**config.mk**
```make
export PLATFORM = sky130hd
export DESIGN_NAME = tbt_iq_accumulator
export DESIGN_NICKNAME = d
export VERILOG_FILES = /design/src/rtl/tbt_iq_accumulator_pkg.sv /design/src/rtl/tbt_iq_accum.sv /design/src/rtl/tbt_iq_accumulator.sv
export SDC_FILE = /design/constraint.sdc
export NUM_CORES = 1
export LEC_CHECK = 0
export CAP_MARGIN = 20
export CORE_MARGIN = 2
export CORE_UTILIZATION = 49
export DETAILED_ROUTE_END_ITERATION = 6
export GPL_TIMING_DRIVEN = 1
export PLACE_DENSITY = 0.8
export SLEW_MARGIN = 30
export SYNTH_ARGS = -nofsm -noshare
export SYNTH_HDL_FRONTEND = slang
export SYNTH_SLANG_ARGS = --single-unit
```
**constraint.sdc**
```tcl
create_clock -name adcClk_i -period 5.4 [get_ports adcClk_i]
set_input_delay 0.81 -clock adcClk_i [delete_from_list [all_inputs] [get_ports adcClk_i]]
set_output_delay 0.81 -clock adcClk_i [all_outputs]
set_load 0.01 [all_outputs]
```
**src/rtl/tbt_iq_accumulator_pkg.sv**
```systemverilog
// Site constants and FSM encodings shared by the TbT integrator files.
package tbt_iq_accumulator_pkg;

   localparam int SITE_SAMPLES_PER_TURN = 81;

   localparam logic [0:0] ST_HUNT   = 1'b0;
   localparam logic [0:0] ST_LOCKED = 1'b1;

endpackage

```
**src/rtl/tbt_iq_accum.sv**
```systemverilog
// One signed turn accumulator: load restarts the sum, add extends it, dump zeroes it.
// sum_o is the running sum including the current sample, for capture at turn end.
module tbt_iq_accum #(
   parameter int IN_W  = 33,
   parameter int ACC_W = 40
) (
   input  logic                    clk_i,
   input  logic                    rst_i,
   input  logic                    load_i,
   input  logic                    add_i,
   input  logic                    dump_i,
   input  logic signed [IN_W-1:0]  sample_i,
   output logic signed [ACC_W-1:0] sum_o
);

   logic signed [ACC_W-1:0] acc_q, acc_d, ext;

   assign ext   = ACC_W'(sample_i);
   assign sum_o = (load_i ? '0 : acc_q) + ext;

   // Dump wins so a single-sample turn still leaves the accumulator empty.
   always_comb begin
      acc_d = acc_q;
      if (dump_i)               acc_d = '0;
      else if (load_i || add_i) acc_d = sum_o;
   end

   always_ff @(posedge clk_i) begin
      if (rst_i) acc_q <= '0;
      else       acc_q <= acc_d;
   end

endmodule

```
**src/rtl/tbt_iq_accumulator.sv**
```systemverilog
// Turn-by-turn I/Q integrator: sums SAMPLES_PER_TURN mixer products per turn,
// aligned to the EVR TbT marker with flywheel and saturating misalignment count.
module tbt_iq_accumulator
   import tbt_iq_accumulator_pkg::*;
#(
   parameter int PRODUCT_WIDTH    = 33,
   parameter int SAMPLES_PER_TURN = SITE_SAMPLES_PER_TURN,
   parameter int ACC_WIDTH        = PRODUCT_WIDTH + $clog2(SAMPLES_PER_TURN),
   parameter int ERR_COUNT_WIDTH  = 16
) (
   input  logic                              adcClk_i,
   input  logic                              adcReset_i,
   input  logic                              tbtMarker_i,
   input  logic                              inValid_i,
   input  logic signed [PRODUCT_WIDTH-1:0]   inI_i,
   input  logic signed [PRODUCT_WIDTH-1:0]   inQ_i,
   input  logic                              clearErrors_i,
   output logic                              tbtValid_o,
   output logic signed [ACC_WIDTH-1:0]       tbtI_o,
   output logic signed [ACC_WIDTH-1:0]       tbtQ_o,
   output logic                              tbtLocked_o,
   output logic [ERR_COUNT_WIDTH-1:0]        markerErrorCount_o
);

   localparam int               CNT_W   = $clog2(SAMPLES_PER_TURN + 1);
   localparam logic [CNT_W-1:0] CNT_END = CNT_W'(SAMPLES_PER_TURN);

   logic [0:0]                 state_q, state_d;
   logic [CNT_W-1:0]           cnt_q, cnt_d;
   logic                       mkPend_q, mkPend_d;
   logic [ERR_COUNT_WIDTH-1:0] err_q, err_d;
   logic                       tbtValid_q, tbtValid_d;
   logic signed [ACC_WIDTH-1:0] tbtI_q, tbtI_d, tbtQ_q, tbtQ_d;
   logic signed [ACC_WIDTH-1:0] sumI, sumQ;
   logic                       mk, mkSamp, load, add, dump, errInc, turnEnd;

   assign mk     = mkPend_q | tbtMarker_i;
   assign mkSamp = inValid_i & mk;

   always_comb begin
      state_d    = state_q;
      cnt_d      = cnt_q;
      mkPend_d   = mk & ~inValid_i;
      load       = 1'b0;
      add        = 1'b0;
      dump       = 1'b0;
      errInc     = 1'b0;
      turnEnd    = 1'b0;
      err_d      = err_q;
      tbtValid_d = 1'b0;
      tbtI_d     = tbtI_q;
      tbtQ_d     = tbtQ_q;

      if (inValid_i) begin
         case (state_q)
            ST_HUNT: begin
               if (mkSamp) begin
                  state_d = ST_LOCKED;
                  load    = 1'b1;
                  cnt_d   = CNT_W'(1);
               end
            end
            default: begin
               // A marker landing mid-turn restarts the turn on this sample.
               if (mkSamp && cnt_q != '0) begin
                  load   = 1'b1;
                  errInc = 1'b1;
                  cnt_d  = CNT_W'(1);
               end else begin
                  add    = 1'b1;
                  cnt_d  = cnt_q + CNT_W'(1);
               end
            end
         endcase
      end

      if ((load || add) && cnt_d == CNT_END) begin
         turnEnd    = 1'b1;
         dump       = 1'b1;
         cnt_d      = '0;
         tbtValid_d = 1'b1;
         tbtI_d     = sumI;
         tbtQ_d     = sumQ;
      end

      if (errInc) begin
         if (clearErrors_i) err_d = ERR_COUNT_WIDTH'(1);
         else if (~&err_q)  err_d = err_q + ERR_COUNT_WIDTH'(1);
      end else if (clearErrors_i) begin
         err_d = '0;
      end
   end

   always_ff @(posedge adcClk_i) begin
      if (adcReset_i) begin
         state_q    <= ST_HUNT;
         cnt_q      <= '0;
         mkPend_q   <= 1'b0;
         err_q      <= '0;
         tbtValid_q <= 1'b0;
         tbtI_q     <= '0;
         tbtQ_q     <= '0;
      end else begin
         state_q    <= state_d;
         cnt_q      <= cnt_d;
         mkPend_q   <= mkPend_d;
         err_q      <= err_d;
         tbtValid_q <= tbtValid_d;
         tbtI_q     <= tbtI_d;
         tbtQ_q     <= tbtQ_d;
      end
   end

   tbt_iq_accum #(.IN_W(PRODUCT_WIDTH), .ACC_W(ACC_WIDTH)) u_accI (
      .clk_i(adcClk_i), .rst_i(adcReset_i), .load_i(load), .add_i(add),
      .dump_i(dump), .sample_i(inI_i), .sum_o(sumI)
   );

   tbt_iq_accum #(.IN_W(PRODUCT_WIDTH), .ACC_W(ACC_WIDTH)) u_accQ (
      .clk_i(adcClk_i), .rst_i(adcReset_i), .load_i(load), .add_i(add),
      .dump_i(dump), .sample_i(inQ_i), .sum_o(sumQ)
   );

   assign tbtValid_o         = tbtValid_q;
   assign tbtI_o             = tbtI_q;
   assign tbtQ_o             = tbtQ_q;
   assign tbtLocked_o        = (state_q == ST_LOCKED);
   assign markerErrorCount_o = err_q;

endmodule

```
==> results by group <==
Global route
  – Met1 Use GR: 0.352
  – Grt ovf: 0
  – Vias in the first global route: 11,200
  – Initial antenna violation count: 0
  – Total track usage: 0.268
  – Routing usage on met2: 0.443
  – Most used routing layer: met2
  – Largest net degree at the start of global routing: 83
  – First-pass GRT wire length: 56,400 um
  – M3 GR Usage: 0.0456

Drt
  – Post-DRT Antenna Nets: 0
  – DRC Markers: 0
  – Final WL: 34,800 um
  – DRT Pass-1 Iters: 5
  – WL per Instance: 17.2 um
  – Vias: 11,800
  – Detailed Route Iter0 Violations: 836
  – Via density: 5.87

Floorplanning
  – Die ar.: 25,500 um2
  – DIE HEIGHT: 160 um
  – Chip width: 160 um
  – # rows: 56
  – Core footprint: 23,600 um2
  – Starting Density: 0.502
  – IO Count: 169

Min path
  – HP Class: reg2reg
  – Hold path start: u_accI.acc_q[6]

Pwr
  – Static leakage: 0.00564 uW
  – Max VDD drop: 0.166 mV
  – Power per cell area: 261 nW/um2
  – Design Power: 3770 uW

Critical path
  – Crit. End Element: flop
  – Worst setup path start: tbtMarker_i
  – Worst Path Buf+Inv: 2
  – Slowest stage delay, CP: 0.58 ns
  – Slowest cell on the critical path: a21oi_4
  – Worst Path Required: 5.75 ns
  – Crit-path cells: clkdlybuf4s50_1, o21ai_0, a21oi_4, buf_4, nor2b_1, ha_1, a21o_1, a211oi_1, a31o_1, o221ai_1, a21oi_2, o41ai_2, o22a_1, xnor2_1, a211oi_1
  – Crit Path Max Fanout: 20
  – Kind of cell adding the most delay to the critical path: compound AO/OA/AOI/OAI gates
  – CP arrival: 5.19 ns
  – Startpoint class of the critical path: primary input
  – Worst reg2reg path startpoint: cnt_q[0]
  – Critical path's most frequent cell: a211oi_1
  – Setup Crit Path Kind: in2reg

Layout
  – Layout cells sized above 1: 0.0524
  – Commonest cells after routing, fill and taps aside: nand2_1 (271), a21oi_1 (199), dfxtp_1 (186), clkdlybuf4s50_1 (167), nor2b_1 (90)
  – Finished Layout Cells: 2,018
  – N_diodes: 0
  – P&R area growth vs syn: 21.8%
  – Most common cell after layout, fill and taps aside: nand2_1
  – Final net count: 1,840

CTS
  – CTS Buffer Depth: 2
  – Post-cts sizing count: 0
  – H-tree depth: 4
  – Clock sinks: 186
  – Hold_buf cts: 0
  – Clock-pin slew on the worst setup and hold paths: 0.07 ns
  – Root buffer cell: clkbuf_16
  – Total CTS buffers: 17
  – CTS tree: built
  – Setup bufs post-CTS: 0
  – Skew-Pair Late Insertion Delay: 0.44 ns

Timing
  – Rel. slew slack: 0.359
  – Final min period: 4.84 ns
  – Fin. Hold Viols: 0
  – Final setup viols: 0
  – F_max: 0.207 GHz
  – Clk_skew: 0.0154 ns
  – Hold Slack: 0.451 ns
  – Slew Limit Fails: 0
  – Period utilisation layout: 0.897
  – RSZ-0062 raised after global routing: false
  – Worst Tran Pin Value: 0.962 ns
  – Setup tns final: 0 ns

Synth
  – Synth cell types: 75
  – Yosys warns: 0
  – Async SR Flop Fraction: 0
  – Average cell area after synthesis: 7.60 um2
  – EDFF count, synth: 0
  – Post-Syn Nets: 1,715
  – Cells after synthesis: 1,561
  – Mapped cell area: 11,900 um2
  – Ys flop type: dfxtp_1
  – Synth Register Bits: 186
  – Register area share after synthesis: 0.314

Job
  – Max Cap Viol: 0

Placement
  – Detailed placement HPWL: 25,100 um
  – Placed Cells: 1,986
  – Buffers on Ports: 168
  – RD Place Congestion: 0.968

Status
  – Status: complete, no violations
==> final timing paths <==
path | slack [ns] | depth (start not counted) | end
max reg2reg | 0.91 | 16 | u_accQ.acc_q[37]
min | 0.45 | 2 | u_accI.acc_q[6]
max | 0.56 | 15 | u_accQ.acc_q[37]
min reg2reg | 0.45 | 2 | u_accI.acc_q[6]
==> report_power, final <==
| part | internal, uW | switching [uW] | total, uW |
|---|---|---|---|
| clock | 707 | 590 | 1300 |
| combinational | 399 | 608 | 1010 |
| sequential | 1430 | 30.9 | 1460 |
==> registers in the layout (all words and copies together), names as in the netlist <==
register and flops:
tbtLocked_o 1, mkPend_q 1, tbtValid_o 1, markerErrorCount_o 16, tbtQ_o 40, tbtI_o 40, cnt_q 7, u_accQ.acc_q 40
u_accI.acc_q 40
==> cell type report <==
cell class                 count  area, um2
multi-input combinational   1252       7670
clock buffer                  18        439
clock inverter                14        164
tap                          319        399
inverter                      31        116
fill                        2150       9170
timing repair buffer         198       1930
sequential                   186       3720
==> synthesized netlist by cell type (all sizes together) (10+ instances only) <==
| cell | n | area (um2) |
|---|---|---|
| nand2 | 271 | 1020 |
| a21oi | 202 | 1020 |
| dfxtp | 186 | 3720 |
| nor2b | 91 | 569 |
| nor2 | 89 | 339 |
| ha | 81 | 1010 |
| o21ai | 77 | 385 |
| clkbuf | 64 | 240 |
| nand3 | 58 | 290 |
| xnor2 | 46 | 403 |
| a21o | 39 | 294 |
| xor2 | 35 | 307 |
| a211oi | 34 | 285 |
| inv | 31 | 116 |
| buf | 28 | 155 |
| nor3 | 26 | 130 |
| nand4 | 20 | 125 |
| a31oi | 17 | 106 |
| o31ai | 11 | 82.6 |
| and3 | 10 | 62.6 |
| o211ai | 10 | 75.1 |
==> cells by family after synthesis <==
family                   Yosys count  share of synthesized area
flip-flops                       186                      0.314
adder cells (fa/ha/maj)           83                     0.0888
AO/OA/AOI/OAI                    464                      0.245
multiplexers                       2                    0.00169
XOR/XNOR                          81                     0.0598
AND/OR/NAND/NOR                  622                      0.248
buffers and inverters            123                     0.0431
==> metrics by stage <==
step | instance area (um2) | worst slack [ns] | util
2_1_floorplan | 11900 | 1.16 | -
3_3_place_gp | 13800 | 0.186 | 0.586
3_5_place_dp | 13800 | 0.176 | 0.586
4_1_cts | 14400 | 0.622 | 0.611
5_1_grt | 14400 | 0.228 | 0.612
6_report | 14400 | 0.558 | 0.612
==> worst register-to-register path, cell delays in order, from the launching register on <==
cell	delay, ns
dfxtp_1	0.40
inv_1	0.08
ha_1	0.20
and4_1	0.21
a21oi_4	0.54
buf_4	0.39
nor2b_1	0.10
ha_1	0.36
a21o_1	0.19
a211oi_1	0.51
a31o_1	0.29
o221ai_1	0.13
a21oi_2	0.29
o41ai_2	0.16
o22a_1	0.20
xnor2_1	0.14
a211oi_1	0.23
==> layer usage <==
layer	up-vias	share of wire	wire length [um]
li1	5784	-	-
met1	5592	0.45	15700
met2	404	0.46	16100
met3	62	0.059	2060
met4	0	0.026	911
met5	-	0	0
No activity file was read; power rests on OpenSTA's default activity.
